$ cat config.mk
export PLATFORM = sky130hd
export DESIGN_NAME = fetch_stage
export DESIGN_NICKNAME = d
export VERILOG_FILES = /design/src/rtl/fetch_stage.sv
export SDC_FILE = /design/constraint.sdc
export NUM_CORES = 1
export LEC_CHECK = 0
export ABC_AREA = 1
export CAP_MARGIN = 20
export CORE_ASPECT_RATIO = 2
export CORE_UTILIZATION = 43
export DETAILED_ROUTE_END_ITERATION = 10
export GPL_TIMING_DRIVEN = 0
export PLACE_DENSITY = 0.85
export SETUP_SLACK_MARGIN = 0.2
export SLEW_MARGIN = 20
export SYNTH_ARGS = -nofsm -noshare
export SYNTH_HDL_FRONTEND = slang
export SYNTH_SLANG_ARGS = --single-unit
$ cat constraint.sdc
create_clock -name clk -period 6.5 [get_ports clk]
set_input_delay 1.3 -clock clk [delete_from_list [all_inputs] [get_ports clk]]
set_output_delay 1.3 -clock clk [all_outputs]
set_load 0.1 [all_outputs]
$ cat src/rtl/fetch_stage.sv
// fetch_stage: MIPS instruction fetch with PC register, memory request and IF/ID register.
// Wrong-path words are squashed; a word returning under decode stall is parked in a skid buffer.
module fetch_stage #(
   parameter logic [31:0] RESET_PC = 32'h0000_0000
) (
   input  logic        clk,
   input  logic        rst,
   output logic [31:0] pc_f,
   input  logic [31:0] pc_plus4_f,
   input  logic        stall_d,
   input  logic        branch_d,
   input  logic [31:0] branch_target,
   input  logic        jump_d,
   input  logic [31:0] jump_target,
   output logic        inst_req,
   output logic [31:0] inst_addr,
   input  logic        inst_ready,
   input  logic [31:0] inst_rdata,
   output logic [31:0] instr_d,
   output logic [31:0] pc_d,
   output logic [31:0] pc_plus4_d,
   output logic        valid_d
);
   typedef enum logic [1:0] {IDLE, FETCH, KILL, BUF} state_e;
   state_e      state_q, state_d;
   logic [31:0] pc_f_q, pc_f_d, redir_q, redir_d, buf_q, buf_d;
   logic [31:0] ifid_instr_q, ifid_instr_d, ifid_pc_q, ifid_pc_d, ifid_pc4_q, ifid_pc4_d;
   logic        ifid_valid_q, ifid_valid_d;
   logic        redirect, bubble, load;
   logic [31:0] target, word;
   assign redirect   = !stall_d && (jump_d || branch_d);
   assign target     = jump_d ? jump_target : branch_target;
   assign inst_req   = (state_q == FETCH) || (state_q == KILL);
   assign inst_addr  = pc_f_q;
   assign pc_f       = pc_f_q;
   assign instr_d    = ifid_instr_q;
   assign pc_d       = ifid_pc_q;
   assign pc_plus4_d = ifid_pc4_q;
   assign valid_d    = ifid_valid_q;
   always_comb begin
      state_d = state_q;
      pc_f_d  = pc_f_q;
      redir_d = redir_q;
      buf_d   = buf_q;
      bubble  = 1'b0;
      load    = 1'b0;
      word    = inst_rdata;
      case (state_q)
         IDLE: state_d = FETCH;
         FETCH:
            if (redirect) begin
               bubble = 1'b1;
               if (inst_ready) pc_f_d = target;
               else begin
                  redir_d = target;
                  state_d = KILL;
               end
            end else if (inst_ready && !stall_d) begin
               load   = 1'b1;
               pc_f_d = pc_plus4_f;
            end else if (inst_ready) begin
               buf_d   = inst_rdata;
               state_d = BUF;
            end else bubble = !stall_d;
         KILL: begin
            // the in-flight word must still complete before the new PC may be requested
            bubble = !stall_d;
            if (redirect) redir_d = target;
            if (inst_ready) begin
               pc_f_d  = redirect ? target : redir_q;
               state_d = FETCH;
            end
         end
         BUF:
            if (redirect) begin
               bubble  = 1'b1;
               pc_f_d  = target;
               state_d = FETCH;
            end else if (!stall_d) begin
               load    = 1'b1;
               word    = buf_q;
               pc_f_d  = pc_plus4_f;
               state_d = FETCH;
            end
         default: state_d = IDLE;
      endcase
      ifid_valid_d = load ? 1'b1 : bubble ? 1'b0 : ifid_valid_q;
      ifid_instr_d = load ? word : bubble ? 32'h0 : ifid_instr_q;
      ifid_pc_d    = load ? pc_f_q : ifid_pc_q;
      ifid_pc4_d   = load ? pc_plus4_f : ifid_pc4_q;
   end
   always_ff @(posedge clk or posedge rst) begin
      if (rst) begin
         state_q      <= IDLE;
         pc_f_q       <= RESET_PC;
         redir_q      <= 32'h0;
         buf_q        <= 32'h0;
         ifid_instr_q <= 32'h0;
         ifid_pc_q    <= 32'h0;
         ifid_pc4_q   <= 32'h0;
         ifid_valid_q <= 1'b0;
      end else begin
         state_q      <= state_d;
         pc_f_q       <= pc_f_d;
         redir_q      <= redir_d;
         buf_q        <= buf_d;
         ifid_instr_q <= ifid_instr_d;
         ifid_pc_q    <= ifid_pc_d;
         ifid_pc4_q   <= ifid_pc4_d;
         ifid_valid_q <= ifid_valid_d;
      end
   end
endmodule

**Word-level counts from Yosys, hierarchy flattened**

Cells that the tools add are included.
W data, S select, Z words.

- Flip-flop bits (word level): 195
- Input bits: 134
- Output and inout bits: 162
- Word-level logic and storage cells: 72

- Equality and inequality tests: 12
- Mux-type cells: 37
- Bitwise logic cells: 2
- Reduce and logical (&&, ||, !) cells: 13

Operator list:

| cell | number |
|---|---|
| $mux W32 | 15 |
| $pmux W32 S3 | 1 |
| $pmux W32 S2 | 1 |
| $ne A3 B3 Y1 const B | 5 |
| $mux W2 | 7 |
| $mux W1 | 10 |
| $reduce_and A5 Y1 | 2 |
| $pmux W2 S4 | 1 |
| $ne A2 B2 Y1 const B | 3 |
| $eq A2 B2 Y1 const B | 2 |
| $reduce_and A4 Y1 | 1 |
| $reduce_bool A2 Y1 | 2 |
| $ne A3 B2 Y1 const B | 1 |
| $pmux W1 S3 | 1 |
| $reduce_and A3 Y1 | 1 |
| $reduce_bool A3 Y1 | 1 |
| $eq A2 B1 Y1 const B | 1 |
| $logic_and A1 B1 Y1 | 2 |
| $logic_not A2 Y1 | 1 |
| $logic_or A1 B1 Y1 | 2 |
| $not A1 Y1 | 2 |
| $pmux W1 S2 | 1 |
| $logic_not A1 Y1 | 1 |

**Logic depth before layout (Yosys ltp)**

Gate-level depths: netlist of the first run.

- Depth in word-level cells: 7
- Depth in mapped cells: 11
- Depth with buffers taken out: 9

**Worst setup path before layout of the first run**

OpenSTA, ideal clock, no wires.

- Path kind: reg2out
- Start: reg pc_f_q[0] (netlist: inst_addr[0])
- End: out pc_f[0]
- Arrival time: 1,356 ps
- Required time: 5,200 ps
- Path slack: 3,844 ps
- Stages on the path, launching flop included: 2
- Path buffers: 1
- Path through: dfrtp_1 -> buf_4

RTL lines:

| item | RTL line | RTL |
|---|---|---|
| start: declaration | 26 | `logic [31:0] pc_f_q, pc_f_d, redir_q, redir_d, buf_q, buf_d;` |
| start signal: assignment | 104 | `pc_f_q <= pc_f_d;` |
| end: declaration | 8 | `output logic [31:0] pc_f,` |

No word-level cell between the ends.

**Worst setup path after layout of the first run**

- Start: reg state_q[0]
- End: out inst_req

- Longest elaborated chain between the ends: 2
- Elaborated cells between the ends (all ways): 3
- Those cells by class: eq/ne: 2; reduce/logical: 1

Ends and longest elaborated chain:

| item | RTL line | RTL |
|---|---|---|
| start: declaration | 25 | `state_e state_q, state_d;` |
| start signal: assignment | 103 | `state_q <= state_d;` |
| $eq A2 B1 Y1 / $eq A2 B2 Y1 (equally long branches) | 33 | `assign inst_req = (state_q == FETCH) \|\| (state_q == KILL);` |
| $logic_or A1 B1 Y1 (*) | 33 |  |
| end: declaration | 15 | `output logic inst_req,` |

Mark *: on every way between the ends. The rest lies on a longest branch, timed or not.

==> results by group, run 1 <==
Hold path
  – Hold endpoint: pc_d[11]
  – Hold path startpoint: pc_d[11]
  – Hold Path Cell Cnt: 2
  – Hold Path Class: register to register

CTS
  – Hold_buf cts: 0
  – Worst-path clk slew: about 0.070 ns
  – CTS resizes: 0
  – Clock tree from TritonCTS: built
  – CTS Buf Count: 17
  – CTS sink cnt: ~200
  – CTS root buffer: clkbuf_16
  – Post-CTS setup buffer count: 0
  – Worst-Skew Late Latency: about 0.43 ns
  – H-Tree Depth: 4
  – Max Buffers Root-to-Sink: 2

Floorplan
  – Placeable Area: approximately 22000 um^2
  – IO Pins: around 300
  – Die Y: ~220 um
  – Site Rows: 77
  – Die area: about 24000 um^2
  – Initial core utilization: about 44%
  – Die Span X: about 110 um

Synthesis
  – Syn Inst Count: around 1400
  – Post-synth EDFFs: 0
  – Synth top cells by count: nand2_1, dfrtp_1, a21oi_1
  – Post-synth ARST share: 100.0%
  – Sequential area share after synthesis: 49.63%
  – Flip-flop and latch count after synthesis: 195
  – Most frequent cell after synthesis: nand2_1
  – Cell taking the most area after synthesis: dfrtp_1
  – Syn Area/Cell: about 7.3 um^2
  – Synth unique cells: 20
  – Synth warn: 0
  – Mapped Area: roughly 9800 um^2
  – Post-synth net total: roughly 1500
  – Ranking of synthesized cells by area: dfrtp_1, nand2_1, a21oi_1
  – Synth top area share: around half
  – Main synth FF type: dfrtp_1

Global routing
  – Pin count of the biggest net entering global routing: 31
  – Global Route Usage Sum: between 20 and 30%
  – Congestion Overflow GR: 0
  – Initial antenna violation count: 1
  – Number of global-route vias before repair: about 10000
  – Global-route wire length before repair: 51480 um

Critical path
  – Critical path's largest stage delay: approximately 1.1 ns
  – CP arrival: between 2 and 2.5 ns
  – Crit path required time: ~5.2 ns
  – R2R Path End: pc_plus4_d[1]
  – RR Startpoint: state_q[1]
  – CP max-delay cell: clkdlybuf4s50_1
  – Path depth of the worst reg2reg path: 11
  – Worst setup SP type: register
  – Top delay family on crit path: buffers and inverters
  – R2r setup slk: between 4 and 5 ns
  – CP Max Fanout: 4
  – Crit path kind: register to primary output
  – Critical path buffers and inverters: 2
  – CP Capture Type: primary output
  – Worst-path cell chain: inv_1 -> ha_1 -> clkdlybuf4s50_1

Timing
  – Hold slack: 0.4720 ns
  – Worst slew pin tran: about 1.0 ns
  – Slew HR: 30.24%
  – Slew Viols, Final: 0
  – Hold Violations, Final: 0
  – Fmax: approximately 270 MHz
  – Period utilization: between 50% and 60%
  – Min Tclk post-route: 3.668 ns
  – Unrepaired setup endpoints after global routing: false
  – Setup violations, final: 0
  – Setup TNS: 0 ns
  – Clock Skew: between 0.015 and 0.02 ns

Route
  – DR DRC count: 0
  – WL final: roughly 32000 um
  – DR pass1 iterations: 6
  – Antenna Nets Post-Route: 0
  – Via count: roughly 10000
  – Starting DRT DRC Count: 650
  – Via/cell ratio: about 5.1
  – Routed wire length per instance: between 15 and 20 um

Finish
  – Final nets: 1809
  – Layout Cells excl Fill: roughly 2000
  – Area grow syn2layout: 40.93%
  – Share of layout cells above drive strength 1: roughly 7.4%

Place
  – Hpwl dp: roughly 26000 um
  – Routability Congestion: between 0.9 and 1
  – Inst Count DP: around 1900
  – # port buffers: 293

Run status
  – Status: finished, final reports clean

Flow run
  – MaxCap Viol Count: 0
layout by cell type (no fill, tap or decap), types with 17 or more instances in the layout:
cell type        Yosys  final
o21ai_0             36     36
clkbuf_16            0     17
dfrtp_1            195    195
clkbuf_1            30     30
buf_2               33     33
clkdlybuf4s50_1      0    293
a21oi_1             99     99
nand2_1            751    751
o211ai_1            31     31
nor2_1              38     38
inv_1               40     39
nand3_1             36     36
buf_4               38     38
per-layer routing:
metal  track usage [%]  part of all wire [%]
met4             17.52                   6.1
met5                 0                     0
met2             51.91                    54
met3             3.503                   4.2
met1             30.98                    36
how the worst max path moves through the flow:
stage / start / endpoint / slack, ns / cells after the start
finish: state_q[0] / inst_req / 2.83 / 3
global route: state_q[0] / inst_req / 2.75 / 3
global placement: rst / pc_plus4_d[25] / 1.12 / 2
detailed placement: inst_ready / instr_d[3] / 3.22 / 9
CTS: state_q[0] / inst_req / 2.82 / 3
floorplan: rst / buf_q[0] / 2.68 / 1
state kept, by name, indices dropped and copies added, names as in the netlist:
register / flops
buf_q: 32
state_q: 2
valid_d: 1
pc_plus4_d: 32
instr_d: 32
inst_addr: 32
redir_q: 32
pc_d: 32
cell families (layout without fill, tap and decap cells):
logic type      Yosys count  after routing  synth area share [%]
simple gates            830            830                 32.35
buf+inv                 155            487                 8.017
flops                   195            195                 49.63
fa+ha+maj                 4              4                0.5091
other cells               0              1                     0
compound gates          168            168                 9.494
area by class of cell:
class | count | area, um^2
clock inverter | 14 | 145.1
clock buffer | 18 | 439.2
fill | 1908 | 8399
antenna | 1 | 2.502
tap | 276 | 345.3
multi-input combinational | 1002 | 4164
buffer | 111 | 623.1
sequential | 195 | 4880
timing repair buffer | 300 | 3088
inverter | 44 | 168.9
per-stage QoR:
stage                     setup slack (ns)  instance area (um^2)  util (%)
after floorplan                      2.682                  9836         -
after global placement               1.121                 13110     58.93
after detailed placement             3.220                 13270     59.62
after CTS                            2.816                 13850     62.25
after global routing                 2.752                 13860     62.26
final                                2.832                 13860     62.26
tightest hold or removal path, stage by stage (launching register included):
cell	delay, ns
dfrtp_1	0.34
nand2_1	0.05
nand2_1	0.05
Power of run 1 is left out: the tool's default activity adds up to more than one toggle a clock period on the data nets, which glitch-free logic cannot reach.
==> run 2, diff against run 1 <==
- clock period: 6.5 -> 3.2 ns (I/O delays scaled with it)
==> results by group, run 2 (same netlist as run 1, synthesis figures left out) <==
Finish
  – Area grow syn2layout: 40.91%
  – Finished Cell Area: 13850 um^2
  – Final nets: ~1800
  – Most common cell after layout, fill and taps aside: nand2_1
  – Share of layout cells above drive strength 1: roughly 7.4%
  – Most frequent cells in the layout: nand2_1, clkdlybuf4s50_1, dfrtp_1, a21oi_1, inv_1

Global routing
  – Number of global-route vias before repair: approximately 10000
  – Global-route wire length before repair: 51480 um
  – Pin count of the biggest net entering global routing: 31
  – Global Route Usage Sum: 28.77%
  – Initial antenna violation count: 1
  – Congestion Overflow GR: 0

CTS
  – CTS resizes: 1
  – CTS root buffer: clkbuf_16
  – CTS Buf Count: 17
  – Clock tree from TritonCTS: built
  – Worst-path clk slew: approximately 0.07 ns
  – Max Buffers Root-to-Sink: 2
  – Worst-Skew Late Latency: about 0.43 ns
  – H-Tree Depth: 4
  – Post-CTS setup buffer count: 0
  – Hold_buf cts: 0
  – CTS sink cnt: about 200

Timing
  – Worst slew pin tran: about 1.0 ns
  – Setup TNS: 0 ns
  – Slew Viols, Final: 0
  – Setup violations, final: 0
  – Hold Violations, Final: 0
  – Period utilization: approximately nine tenths
  – Clock Skew: approximately 0.015 ns
  – Fmax: 350.8 MHz
  – Slew HR: between 30% and 40%
  – Min Tclk post-route: between 2 and 3 ns
  – Unrepaired setup endpoints after global routing: false

Critical path
  – Crit path required time: around 2.6 ns
  – Crit path kind: register to primary output
  – CP Max Fanout: 4
  – CP Capture Type: primary output
  – CP arrival: roughly 2.2 ns
  – Worst setup SP type: register
  – Path depth of the worst reg2reg path: 11

Place
  – Routability Congestion: roughly 1
  – Placed Area: 13270 um^2
  – Hpwl dp: between 20000 and 30000 um
  – # port buffers: 293

Route
  – Via/cell ratio: between 5 and 6
  – DR DRC count: 0
  – DR pass1 iterations: 5
  – Via count: 9961
  – Antenna Nets Post-Route: 0
  – Starting DRT DRC Count: 648
  – Routed wire length per instance: around 17 um
  – WL final: between 30000 and 40000 um

Hold path
  – Hold Path Class: register to register
  – Hold Path Cell Cnt: 2

Flow run
  – MaxCap Viol Count: 0

Floorplan
  – Placeable Area: around 22000 um^2
  – Die Y: 215.8 um
  – Die area: between 20000 and 25000 um^2
  – Die Span X: roughly 110 um
  – Initial core utilization: ~44%
  – IO Pins: between 200 and 300
  – Site Rows: 77

Run status
  – Status: finished, final reports clean
-- run 2: cell count changes in the layout (fill, tap and decap cells not counted) --
cell,previous run,this run
dlygate4sd2_1,0,1
clkdlybuf4s50_1,293,292
-- run 2: worst max-delay path, cell delays in order, from the launching register on --
cell             delay (ns)
dfrtp_1                0.51
buf_4                  0.16
clkdlybuf4s50_1        1.12
-- run 2: final timing paths --
path	startpoint	end	slack, ns
worst max-delay path	inst_addr[13]	pc_f[13]	0.35
worst min-delay path	pc_d[11]	pc_d[11]	0.47
worst max register to register	state_q[1]	pc_plus4_d[1]	1.00
worst min register to register	pc_d[11]	pc_d[11]	0.47
max in group asynchronous	rst	pc_d[26]	1.76
min in group asynchronous	rst	instr_d[22]	0.53
-- run 2: final cells by class --
cell class | instances | area (um^2)
flip-flops and latches | 195 | 4880
well taps | 276 | 345.3
clock buffers | 18 | 439.2
inverters | 44 | 168.9
clock inverters | 14 | 145.1
multi-input cells | 1002 | 4164
diodes | 1 | 2.502
repair buffers | 300 | 3087
fillers | 1909 | 8401
plain buffers | 111 | 623.1
-- run 2: through the flow --
step                      worst slack [ns]  hold WS, ns  instances  utilization, %
after detailed placement            0.5803       0.4572       1928           59.62
after global placement              -1.519       0.4543       1921           58.93
final                               0.3495       0.4720       1961           62.25
after floorplan                    0.04160       0.4535       1352               -
after global routing                0.3182       0.4892       1961           62.25
after CTS                           0.3311       0.4754       1960           62.24
-- run 2: routing by layer --
layer | up-vias | GRT usage, % | routed length (um)
met4 | 0 | 17.52 | 1996
met1 | 4604 | 30.98 | 11550
li1 | 4845 | - | -
met5 | - | 0 | 0
met3 | 115 | 3.503 | 1384
met2 | 397 | 51.91 | 17480
Power of run 2 is left out for the same reason.
==> run 3, diff against run 2 <==
- CTS_CLUSTER_SIZE: unset -> 20
==> results of run 3 <==
Same layout as run 2: the final DEF is identical, and so are final timing and power.
Power of run 3 is left out for the same reason.
==> patch: new RTL, settings of run 3 <==
Encoding of `state_e`: now one-hot (4 bits for 4 states).
--- a/src/rtl/fetch_stage.sv
+++ b/src/rtl/fetch_stage.sv
@@ -21,7 +21,7 @@
    output logic [31:0] pc_plus4_d,
    output logic        valid_d
 );
-   typedef enum logic [1:0] {IDLE, FETCH, KILL, BUF} state_e;
+   typedef enum logic [3:0] {IDLE = 4'b0001, FETCH = 4'b0010, KILL = 4'b0100, BUF = 4'b1000} state_e;
    state_e      state_q, state_d;
    logic [31:0] pc_f_q, pc_f_d, redir_q, redir_d, buf_q, buf_d;
    logic [31:0] ifid_instr_q, ifid_instr_d, ifid_pc_q, ifid_pc_d, ifid_pc4_q, ifid_pc4_d;
Behaviour: no difference found for any inputs over 4 cycles, from zero or initial values and one cycle with rst high; so few cycles prove little.
==> patch against run 3 <==
- synthesized area rose by 2.8%
- wire length grew 5.6%
- design area up 1.8%
- worst setup slack worse by 47 ps
- register-to-register slack better by 290 ps
- maximum frequency shrank 1.6%
- sequential share of layout area decreased by 0.26 points
- non-clock buffer count is the same
- hold slack gained 3.1 ps
- sequential cell count is 2 higher
- critical path type unchanged
- largest cell class unchanged
==> patch: results (changes against run 3) <==
| Metric | Value |
|---|---|
| Longest individual stage delay on the worst path | 1120 ps (about the same) |
| Filler Cells Inserted | 2075 (+8.7%) |
| Average vias per placed instance | 5.099 (+0.38%) |
| Number of warning messages in the yosys log | 0 (unchanged) |
| Max stage delay cell, worst path | clkdlybuf4s50_1 |
| Category of cells accounting for the largest share of critical-path delay | buffers and inverters |
| Slew at the pin closest to its max-slew limit | 1082 ps (+39.23 ps) |
| Max Fanout on Critical Path | 4 (unchanged) |
| Class of the tightest hold or removal check | flip-flop to flip-flop |
| Maximum number of pins on one net before global-route repair | 35 (+13%) |
| Combined global-route utilization of all metal layers | 29.52% (+0.75 points) |
| Share of synthesized flip-flops with an asynchronous set or reset | 100.0% (unchanged) |
| Worst Skew | 7.366 ps (-7.876 ps) |
| CTS buffer count | 17 (unchanged) |
| Reg2reg start | state_q[1] |
| Max clock buf depth | 2 (unchanged) |
| Ratio of cells with drive above 1 in the final layout | 8.282% (+0.86 points) |
| Clock latency reported for the late side of the worst-skew pair | 450 ps (+20 ps) |
| Number of global-route vias before repair | 10370 (+4.3%) |
| Hold path depth | 2 (unchanged) |
| Data arrival time of the critical path | 2260 ps (+50 ps) |
| Main area contributors after synthesis | dfrtp_1, nand2_1, buf_4 |
| Register area share after synthesis | 48.80% (-0.83 points) |
| Net switching power | 0.008939 W |
| Post-synth top cells | nand2_1, dfrtp_1, nand3_1 |
| Syn nets | 1590 (+6.7%) |
| Global-route wire length before repair | 53430 um (+3.8%) |
| Slack of the worst reg-to-reg path | 1290 ps (+290 ps) |
| Clk root buf | clkbuf_16 |
| Placed wire-length estimate after detailed placement | 26530 um (+2.2%) |
| Final nets | 1908 (+5.5%) |
| Hold Path Sink | buf_q[19] |
| Top FF cell, synth | dfrtp_1 |
| Number of distinct library cell variants in the gate-level netlist after synthesis | 24 (+20%) |
| DR WL/cell | 16.54 um (about the same) |
| R2R depth | 8 (-3) |
| Number of antenna violations at the first check in global routing | 0 (-1) |
| Capture point of the worst reg-to-reg path | inst_addr[24] |
| Hold path start | buf_q[19] |
| H-tree depth | 4 (unchanged) |
| Clock transition at the register clock pins on the worst setup and hold paths after CTS | 70 ps (about the same) |
| Routability congestion estimate from global placement | 0.9034 (-8.6%) |
| First-pass iteration count of the detailed router | 7 (+2) |
| ANT cells | 0 (-1) |
| Buffers on Ports | 293 (unchanged) |
| Clock power share | 13.8% |
| Starting DRT DRC Count | 813 (+25%) |
| Outcome | finished clean |
-- patch: cell types whose count changed after synthesis, moves of 11 or more --
cell | run 3 | this run
nand2_1 | 751 | 987
a21oi_1 | 99 | 10
o211ai_1 | 31 | 0
o21ai_0 | 36 | 7
inv_1 | 40 | 15
nand3_1 | 36 | 60
nand4_1 | 0 | 24
nor2_1 | 38 | 19
buf_2 | 33 | 46
clkbuf_1 | 30 | 19
-- patch: worst reg2reg max path: stages, from the launching register on --
cell and delay (ps):
dfrtp_1 410, inv_2 70, nand2_1 100, nor2_1 410, nor2_1 130, a21oi_2 310, buf_4 250, nand2_1 110
nand2_1 60
-- patch: final cells by class --
class | instances | area [um2] | area share, %
clock inverter | 11 | 127.6 | 0.9047
clock buffer | 21 | 460.4 | 3.264
timing repair buffer | 299 | 3055 | 21.66
multi-input combinational | 1124 | 4437 | 31.45
buffer | 112 | 650.6 | 4.612
tap | 283 | 354.1 | 2.510
sequential | 197 | 4931 | 34.96
inverter | 23 | 90.09 | 0.6386
-- patch: cells by family (layout without fill, tap and decap cells) --
family	after synthesis	in the layout	share of synthesized area, %
AO/OA/AOI/OAI	23	23	1.213
buffers and inverters	135	466	7.293
flip-flops	197	197	48.80
AND/OR/NAND/NOR	1101	1101	42.69
-- patch: worst max-delay path by stage --
stage	from	endpoint	cells past startpoint
floorplan	rst	buf_q[0]	1
global route	state_q[2]	inst_req	7
global placement	rst	inst_addr[0]	2
CTS	state_q[3]	inst_req	6
finish	inst_addr[29]	pc_f[29]	2
detailed placement	state_q[3]	inst_req	6
-- patch: what timing repair did --
action,in CTS,in global routing
gates resized for setup,3,2
endpoints found under the setup margin,1,1
endpoints found under the hold margin,0,0
buffers inserted,0,0
-- patch: through the flow --
step / hold slack, ps / setup slack [ps] / std cells / TNS (ps) / area [um2]
2_1_floorplan: 442.2 / 14.44 / 1456 / 0 / 10110
3_3_place_gp: 453.2 / -1558 / 2032 / -302170 / 13400
3_5_place_dp: 458.7 / 112.1 / 2038 / 0 / 13520
4_1_cts: 476.1 / 204.9 / 2070 / 0 / 14110
5_1_grt: 491.8 / 208.7 / 2070 / 0 / 14110
6_report: 475.1 / 302.6 / 2070 / 0 / 14110
-- patch: power groups by stage --
stage | sequential [W] | combinational [W] | clock (W)
after floorplan | 0.00820 | 0.00305 | 0
after global placement | 0.00420 | 0.00932 | 0
after detailed placement | 0.00423 | 0.00944 | 0
after CTS | 0.00420 | 0.00946 | 0.00220
after global routing | 0.00431 | 0.00986 | 0.00230
final | 0.00421 | 0.00943 | 0.00218
-- patch: per-layer routing --
layer,vias up,global-route usage (%),part of all wire [%]
met4,0,17.81,5.7
met3,108,4.128,5.1
li1,5066,-,-
met1,4911,32.03,35
met5,-,0,0
met2,470,52.80,54
